[config.mk]
export PLATFORM = sky130hd
export DESIGN_NAME = mem_access_arbiter_flat
export DESIGN_NICKNAME = d
export VERILOG_FILES = /design/src/rtl/mem_access_arbiter_pkg.sv /design/src/rtl/mem_access_arbiter_if.sv /design/src/rtl/mem_access_arbiter.sv /design/src/flat_wrapper.sv
export SDC_FILE = /design/constraint.sdc
export NUM_CORES = 1
export LEC_CHECK = 0
export CAP_MARGIN = 15
export CORE_ASPECT_RATIO = 0.75
export CORE_MARGIN = 3
export CORE_UTILIZATION = 44
export CTS_CLUSTER_DIAMETER = 120
export DETAILED_ROUTE_END_ITERATION = 8
export HOLD_SLACK_MARGIN = 0.08
export PLACE_DENSITY = 0.88
export SLEW_MARGIN = 20
export SYNTH_ARGS = -nofsm -noshare
export SYNTH_HDL_FRONTEND = slang
export SYNTH_SLANG_ARGS = --single-unit
[constraint.sdc]
create_clock -name clk -period 2.55 [get_ports clk]
set_input_delay 0.3825 -clock clk [delete_from_list [all_inputs] [get_ports clk]]
set_output_delay 0.3825 -clock clk [all_outputs]
set_load 0.01 [all_outputs]
[src/rtl/mem_access_arbiter_pkg.sv]
// Shared types for the memory access arbiter: bus widths, the UART address,
// the action token and the arbiter state encoding.
package mem_access_arbiter_pkg;

  typedef logic [15:0] mem_addr_t;
  typedef logic [15:0] mem_value_t;
  typedef logic [31:0] act_token_t;

  localparam mem_addr_t  UART_ADDR     = 16'hFF00;
  localparam mem_value_t TIMEOUT_VALUE = 16'hFFFF;

  typedef enum logic [1:0] {
    ARB_IDLE = 2'd0,
    ARB_WAIT = 2'd1,
    ARB_RESP = 2'd2
  } arb_state_e;

  typedef enum logic {
    OWNER_IF   = 1'b0,
    OWNER_DATA = 1'b1
  } owner_e;

  // Tokens wrap freely; the controller only checks them for inequality.
  function automatic act_token_t next_token(input act_token_t tok);
    return tok + 32'd1;
  endfunction

endpackage

[src/rtl/mem_access_arbiter_if.sv]
// Bundle of the fetch port, data port and controller port seen by the arbiter.
// The slave side is the arbiter; the master side is the pipeline plus controller.
interface mem_access_arbiter_if;
  import mem_access_arbiter_pkg::*;

  logic       if_req;
  mem_addr_t  if_addr;
  mem_value_t if_rdata;
  logic       if_ready;

  logic       d_rd;
  logic       d_wr;
  mem_addr_t  d_addr;
  mem_value_t d_wdata;
  mem_value_t d_rdata;
  logic       d_ready;

  logic       stall;

  logic       ctl_rd;
  logic       ctl_wr;
  mem_addr_t  ctl_addr;
  mem_value_t ctl_value;
  act_token_t ctl_act;
  logic       ctl_done;
  mem_value_t ctl_result;
  logic       err;

  modport slave (
    input  if_req, if_addr, d_rd, d_wr, d_addr, d_wdata, ctl_done, ctl_result,
    output if_rdata, if_ready, d_rdata, d_ready, stall,
           ctl_rd, ctl_wr, ctl_addr, ctl_value, ctl_act, err
  );

  modport master (
    output if_req, if_addr, d_rd, d_wr, d_addr, d_wdata, ctl_done, ctl_result,
    input  if_rdata, if_ready, d_rdata, d_ready, stall,
           ctl_rd, ctl_wr, ctl_addr, ctl_value, ctl_act, err
  );

endinterface

[src/rtl/mem_access_arbiter.sv]
// Shares one controller request port between the fetch and data stages,
// data first, tagging each access with a fresh token and bounding its wait.
module mem_access_arbiter
  import mem_access_arbiter_pkg::*;
#(
  parameter int TIMEOUT = 1024
) (
  input  logic                 clk,
  input  logic                 rst,
  mem_access_arbiter_if.slave  bus
);

  localparam int              CNT_W    = (TIMEOUT > 2) ? $clog2(TIMEOUT) : 1;
  localparam logic [CNT_W-1:0] CNT_LAST = CNT_W'(TIMEOUT - 1);

  arb_state_e       r_state;
  arb_state_e       w_state_next;
  owner_e           r_owner;
  logic             r_ctl_rd;
  logic             r_ctl_wr;
  mem_addr_t        r_ctl_addr;
  mem_value_t       r_ctl_value;
  act_token_t       r_ctl_act;
  mem_value_t       r_if_rdata;
  mem_value_t       r_d_rdata;
  logic             r_err;
  logic [CNT_W-1:0] r_cnt;

  logic       w_d_req;
  logic       w_grant;
  logic       w_timeout;
  logic       w_finish;
  mem_value_t w_resp_value;
  logic       w_if_ready;
  logic       w_d_ready;

  assign w_d_req      = bus.d_rd | bus.d_wr;
  assign w_grant      = (r_state == ARB_IDLE) && (w_d_req || bus.if_req);
  // Done wins over a timeout landing on the same edge.
  assign w_timeout    = (r_state == ARB_WAIT) && !bus.ctl_done && (r_cnt == CNT_LAST);
  assign w_finish     = (r_state == ARB_WAIT) && (bus.ctl_done || w_timeout);
  assign w_resp_value = bus.ctl_done ? bus.ctl_result : TIMEOUT_VALUE;

  always_ff @(posedge clk) begin
    if (rst) begin
      r_state <= ARB_IDLE;
    end else begin
      r_state <= w_state_next;
    end
  end

  always_comb begin
    w_state_next = r_state;
    unique case (r_state)
      ARB_IDLE: if (w_grant)  w_state_next = ARB_WAIT;
      ARB_WAIT: if (w_finish) w_state_next = ARB_RESP;
      ARB_RESP: w_state_next = ARB_IDLE;
      default:  w_state_next = ARB_IDLE;
    endcase
  end

  always_ff @(posedge clk) begin
    if (rst) begin
      r_owner     <= OWNER_IF;
      r_ctl_rd    <= 1'b0;
      r_ctl_wr    <= 1'b0;
      r_ctl_addr  <= '0;
      r_ctl_value <= '0;
      r_ctl_act   <= '0;
      r_if_rdata  <= '0;
      r_d_rdata   <= '0;
      r_err       <= 1'b0;
      r_cnt       <= '0;
    end else if (w_grant) begin
      // A simultaneous read and write from the data stage is issued as a write.
      r_owner     <= w_d_req ? OWNER_DATA : OWNER_IF;
      r_ctl_wr    <= bus.d_wr;
      r_ctl_rd    <= ~bus.d_wr;
      r_ctl_addr  <= w_d_req ? bus.d_addr : bus.if_addr;
      r_ctl_value <= w_d_req ? bus.d_wdata : '0;
      r_ctl_act   <= next_token(r_ctl_act);
      r_cnt       <= '0;
    end else if (w_finish) begin
      r_ctl_rd <= 1'b0;
      r_ctl_wr <= 1'b0;
      if (r_owner == OWNER_IF) begin
        r_if_rdata <= w_resp_value;
      end else begin
        r_d_rdata <= w_resp_value;
      end
      if (!bus.ctl_done) begin
        r_err <= 1'b1;
      end
    end else if (r_state == ARB_WAIT) begin
      r_cnt <= r_cnt + 1'b1;
    end
  end

  assign w_if_ready = (r_state == ARB_RESP) && (r_owner == OWNER_IF);
  assign w_d_ready  = (r_state == ARB_RESP) && (r_owner == OWNER_DATA);

  assign bus.if_ready  = w_if_ready;
  assign bus.d_ready   = w_d_ready;
  assign bus.if_rdata  = r_if_rdata;
  assign bus.d_rdata   = r_d_rdata;
  assign bus.stall     = (bus.if_req & ~w_if_ready) | (w_d_req & ~w_d_ready);
  assign bus.ctl_rd    = r_ctl_rd;
  assign bus.ctl_wr    = r_ctl_wr;
  assign bus.ctl_addr  = r_ctl_addr;
  assign bus.ctl_value = r_ctl_value;
  assign bus.ctl_act   = r_ctl_act;
  assign bus.err       = r_err;

endmodule

[src/flat_wrapper.sv]
// flat-port wrapper written by rule: the top's interface ports become plain ports
module mem_access_arbiter_flat import mem_access_arbiter_pkg::*;
#(
  parameter int TIMEOUT = 1024
)
  (clk, rst, bus_if_req, bus_if_addr, bus_d_rd, bus_d_wr, bus_d_addr, bus_d_wdata, bus_ctl_done, bus_ctl_result, bus_if_rdata, bus_if_ready, bus_d_rdata, bus_d_ready, bus_stall, bus_ctl_rd, bus_ctl_wr, bus_ctl_addr, bus_ctl_value, bus_ctl_act, bus_err);
  mem_access_arbiter_if bus_i ();
  input  logic clk;
  input  logic rst;
  input wire logic [$bits(bus_i.if_req)-1:0] bus_if_req;
  input wire logic [$bits(bus_i.if_addr)-1:0] bus_if_addr;
  input wire logic [$bits(bus_i.d_rd)-1:0] bus_d_rd;
  input wire logic [$bits(bus_i.d_wr)-1:0] bus_d_wr;
  input wire logic [$bits(bus_i.d_addr)-1:0] bus_d_addr;
  input wire logic [$bits(bus_i.d_wdata)-1:0] bus_d_wdata;
  input wire logic [$bits(bus_i.ctl_done)-1:0] bus_ctl_done;
  input wire logic [$bits(bus_i.ctl_result)-1:0] bus_ctl_result;
  output wire logic [$bits(bus_i.if_rdata)-1:0] bus_if_rdata;
  output wire logic [$bits(bus_i.if_ready)-1:0] bus_if_ready;
  output wire logic [$bits(bus_i.d_rdata)-1:0] bus_d_rdata;
  output wire logic [$bits(bus_i.d_ready)-1:0] bus_d_ready;
  output wire logic [$bits(bus_i.stall)-1:0] bus_stall;
  output wire logic [$bits(bus_i.ctl_rd)-1:0] bus_ctl_rd;
  output wire logic [$bits(bus_i.ctl_wr)-1:0] bus_ctl_wr;
  output wire logic [$bits(bus_i.ctl_addr)-1:0] bus_ctl_addr;
  output wire logic [$bits(bus_i.ctl_value)-1:0] bus_ctl_value;
  output wire logic [$bits(bus_i.ctl_act)-1:0] bus_ctl_act;
  output wire logic [$bits(bus_i.err)-1:0] bus_err;
  assign bus_i.if_req = bus_if_req;
  assign bus_i.if_addr = bus_if_addr;
  assign bus_i.d_rd = bus_d_rd;
  assign bus_i.d_wr = bus_d_wr;
  assign bus_i.d_addr = bus_d_addr;
  assign bus_i.d_wdata = bus_d_wdata;
  assign bus_i.ctl_done = bus_ctl_done;
  assign bus_i.ctl_result = bus_ctl_result;
  assign bus_if_rdata = bus_i.if_rdata;
  assign bus_if_ready = bus_i.if_ready;
  assign bus_d_rdata = bus_i.d_rdata;
  assign bus_d_ready = bus_i.d_ready;
  assign bus_stall = bus_i.stall;
  assign bus_ctl_rd = bus_i.ctl_rd;
  assign bus_ctl_wr = bus_i.ctl_wr;
  assign bus_ctl_addr = bus_i.ctl_addr;
  assign bus_ctl_value = bus_i.ctl_value;
  assign bus_ctl_act = bus_i.ctl_act;
  assign bus_err = bus_i.err;
  mem_access_arbiter #(.TIMEOUT(TIMEOUT)) u_core (.clk(clk), .rst(rst), .bus(bus_i));
endmodule
==> results.yml <==
timing:
  final.setup.tns_ps: 0
  tightest_slew_ps: 1040
  finalClockSkew_ps: 12.7
  final_hold_viol_count: 0
  post-route-min-period_ps: 2350
  maxSlewViolCount: 0
  holdWs_ps: 455
  fmax_mhz: 426
  setup_violations: 0
  finalWorstSetupSlack_ps: 205
  fin_crit_sh_pct: 92.0
  rsz0062_at_grt: "no"
  timing.slew.headroom_pct: 30.5
power_and_ir_drop:
  cellPowerDensity_nw_per_um2: 585
  ir_drop_uv: 344
  p_leak_uw: 0.00235
die:
  die_area_um2: 11800
  pin_count: 172
  die_w_um: 124
  rows: 31
  die_h_um: 94.8
  coreArea_um2: 9970
  start_util_pct: 46.5
detailed_routing:
  wl_met1_um: 6030
  viasPerCell: 5.77
  first_pass_iters: 5
  ant_nets: 0
  drc: 0
  wl_met3_um: 822
  drt-initial-drc-count: 345
  via_count: 4659
  wirelength_um: 14200
  avgRoutedWirePerCell_um: 17.6
  routed.top_layer: "met4"
  met2_length_um: 6940
grt:
  grt_max_degree: 41
  gr-total-overflow: 0
  track_usage_pct: 23.2
  grt_pass1_wl_um: 22600
  grt_pass1_vias: 4437
  antenna_found_initial: 0
logic_synthesis:
  syn_avg_cell_area_um2: 9.17
  synth_top_area_share_pct: 48.4
  synth_adder_area_share_pct: 0.540
  synth_most_common_cell: "dfxtp_1"
  syn_nets: 577
  synth_simple_gate_area_share_pct: 20.5
  async_flop_share_pct: 0
  synthTopCellsByCount: "112 x dfxtp_1, 56 x nor2_1, 31 x nand2_1, 26 x a21oi_1, 24 x inv_1"
  ys_warn_count: 0
  synth-edff-count: 0
  synth_area_leaders: "dfxtp_1 48%, nor2_1 4.5%, o221a_2 3.9%"
  yosysSeqAreaShare_pct: 48.4
  synth_top_family_by_area: "compound AO/OA/AOI/OAI gates"
  synth_cells: 505
  synth_xor_area_share_pct: 2.46
  synth_seq_cells: 112
  synth-compound-area-share_pct: 22.3
  netlist-cell-type-count: 51
  synth.area.mux_share_pct: 0.919
  synth_area_um2: 4630
  synth_top_flop_cell: "dfxtp_1"
  yosys.area.top_type: "dfxtp_1"
setup_path:
  path_class: "reg2reg"
  rr_endpoint: "u_core.bus.d_rdata[13]$_SDFFE_PP0P_"
  ff2ff_path_depth: 5
  crit_end: "u_core.bus.d_rdata[13]$_SDFFE_PP0P_"
  end_kind: "flop"
  slowest_stage: "nor2_1"
  r2r_slack_ps: 200
  required_ps: 2830
  timing.rr.start: "u_core.r_cnt[0]$_SDFFE_PP0P_"
  cp_slowest_stage_delay_ps: 830
  critical_path.cell_chain: "ha_1 -> and3_1 -> a31oi_1 -> nor2_1 -> o221a_2"
  critPathArrivalTime_ps: 2630
  start_kind: "flop"
  startpoint: "u_core.r_cnt[0]$_SDFFE_PP0P_"
  path_max_fanout: 16
placement:
  gp_congestion: 0.865
  dpl.hpwl_um: 10300
  buffer_ports.inserted: 171
  post-place-ws_ps: 214
  place_inst: 792
clocking:
  cts-resized-gates: 0
  holdBufCountCts: 0
  cts_buffer_depth: 2
  cts_tree: "built"
  cts_root_buf: "clkbuf_16"
  clk_pin_slew_worst_paths_ps: 70
  cts_made_buffers: 9
  postCtsSetupBuffers: 0
  htreeDepth: 3
  worstSkewPairLatency_ps: 350
  cts.sinks: 112
layout:
  ff_latch_area_um2: 2240
  layoutNonFillerInstCount: 807
  nets: 743
  syn_to_final_growth_pct: 46.7
  nFillCells: 712
  antennaDiodeCount: 0
  multi_input_area_um2: 2180
  post-route-util_pct: 68.1
  layout-drive-gt1-share_pct: 8.15
flow_run:
  drv_cap: 0
hold_path:
  hold_class: "reg2reg"
run_status:
  status: "complete, no violations"
-- report_power, final --
group	internal (uW)	leakage [uW]	switching (uW)
Combinational	349	0.00129	283
Sequential	1850	0.000913	67.4
Clock	814	0.000146	613
Total	3010	0.00235	963
-- metal layers --
layer,GRT usage [%],vias up
met1,28.9,2212
met2,39.6,191
met5,0,-
li1,-,2224
met4,8.67,0
met3,5.20,32
-- worst max-delay path, delay by kind of cell (launching register included) --
family                     cells  cell delay [ps]
and+or+nand+nor                2             1130
adders and majority gates      1              230
DFF                            1              390
AOI/OAI and AO/OA              2              520
-- cells by family (layout without fill, tap and decap cells) --
logic type	after synthesis	count (layout)
and+or+nand+nor	179	179
buffers and inverters	55	225
xor gates and xnor gates	13	13
adders and majority gates	2	2
DFF	112	112
muxes	4	4
AOI/OAI and AO/OA	140	140
-- layout by cell type (no fill, tap or decap), drive strengths merged, types with 2 or more instances in the layout --
| master | Yosys | final |
|---|---|---|
| xor2 | 7 | 7 |
| nor2 | 56 | 56 |
| inv | 24 | 24 |
| xnor2 | 6 | 6 |
| and3 | 5 | 5 |
| a211oi | 17 | 17 |
| nor4 | 4 | 4 |
| or4 | 18 | 18 |
| a21oi | 26 | 26 |
| o31ai | 18 | 18 |
| a311oi | 16 | 16 |
| clkbuf | 21 | 13 |
| or3 | 9 | 9 |
| nor3 | 7 | 7 |
| buf | 9 | 15 |
| o2111ai | 3 | 3 |
| dfxtp | 112 | 112 |
| mux2 | 2 | 2 |
| mux2i | 2 | 2 |
| ha | 2 | 2 |
| clkinv | 1 | 2 |
| and4 | 7 | 7 |
| nand2 | 31 | 31 |
| clkdlybuf4s50 | 0 | 170 |
| nand3 | 19 | 19 |
| nor3b | 2 | 2 |
| a22o | 16 | 16 |
| and2 | 2 | 2 |
| o221a | 16 | 16 |
| nand4 | 8 | 8 |
| nor2b | 3 | 3 |
| o21ai | 22 | 22 |
-- through the flow --
step                      power [uW]  cell area [um2]
after global routing            4110             6790
after CTS                       3980             6790
after global placement          2560             6490
final                           3970             6790
after floorplan                 2200             4630
after detailed placement        2580             6490
-- sequential cells by signal, indices dropped and copies added, names as in the netlist --
register / cells
u_core.bus.ctl_act: 32
u_core.bus.ctl_addr: 16
u_core.bus.ctl_value: 16
u_core.bus.d_rdata: 16
u_core.bus.if_rdata: 16
u_core.r_cnt: 10
u_core.r_state: 2
u_core.bus.ctl_rd: 1
u_core.bus.ctl_wr: 1
u_core.bus.err: 1
u_core.r_owner: 1
-- area by class of cell --
class | instances | share of cell area (%)
clock inverter | 2 | 0.571
tap | 132 | 2.43
sequential | 112 | 33.0
inverter | 25 | 1.38
clock buffer | 13 | 3.83
multi-input combinational | 338 | 32.1
timing repair buffer | 185 | 26.7
-- worst min-delay path by stage --
stage	from	end	depth (start not counted)
floorplan	u_core.r_cnt[9]$_SDFFE_PP0P_	u_core.r_cnt[9]$_SDFFE_PP0P_	2
global placement	u_core.bus.if_rdata[9]$_SDFFE_PP0P_	u_core.bus.if_rdata[9]$_SDFFE_PP0P_	2
detailed placement	u_core.bus.if_rdata[7]$_SDFFE_PP0P_	u_core.bus.if_rdata[7]$_SDFFE_PP0P_	2
CTS	u_core.bus.if_rdata[7]$_SDFFE_PP0P_	u_core.bus.if_rdata[7]$_SDFFE_PP0P_	2
global route	u_core.bus.if_rdata[3]$_SDFFE_PP0P_	u_core.bus.if_rdata[3]$_SDFFE_PP0P_	2
finish	u_core.bus.if_rdata[7]$_SDFFE_PP0P_	u_core.bus.if_rdata[7]$_SDFFE_PP0P_	2
Note: power is estimated with default switching activity, not from simulation.
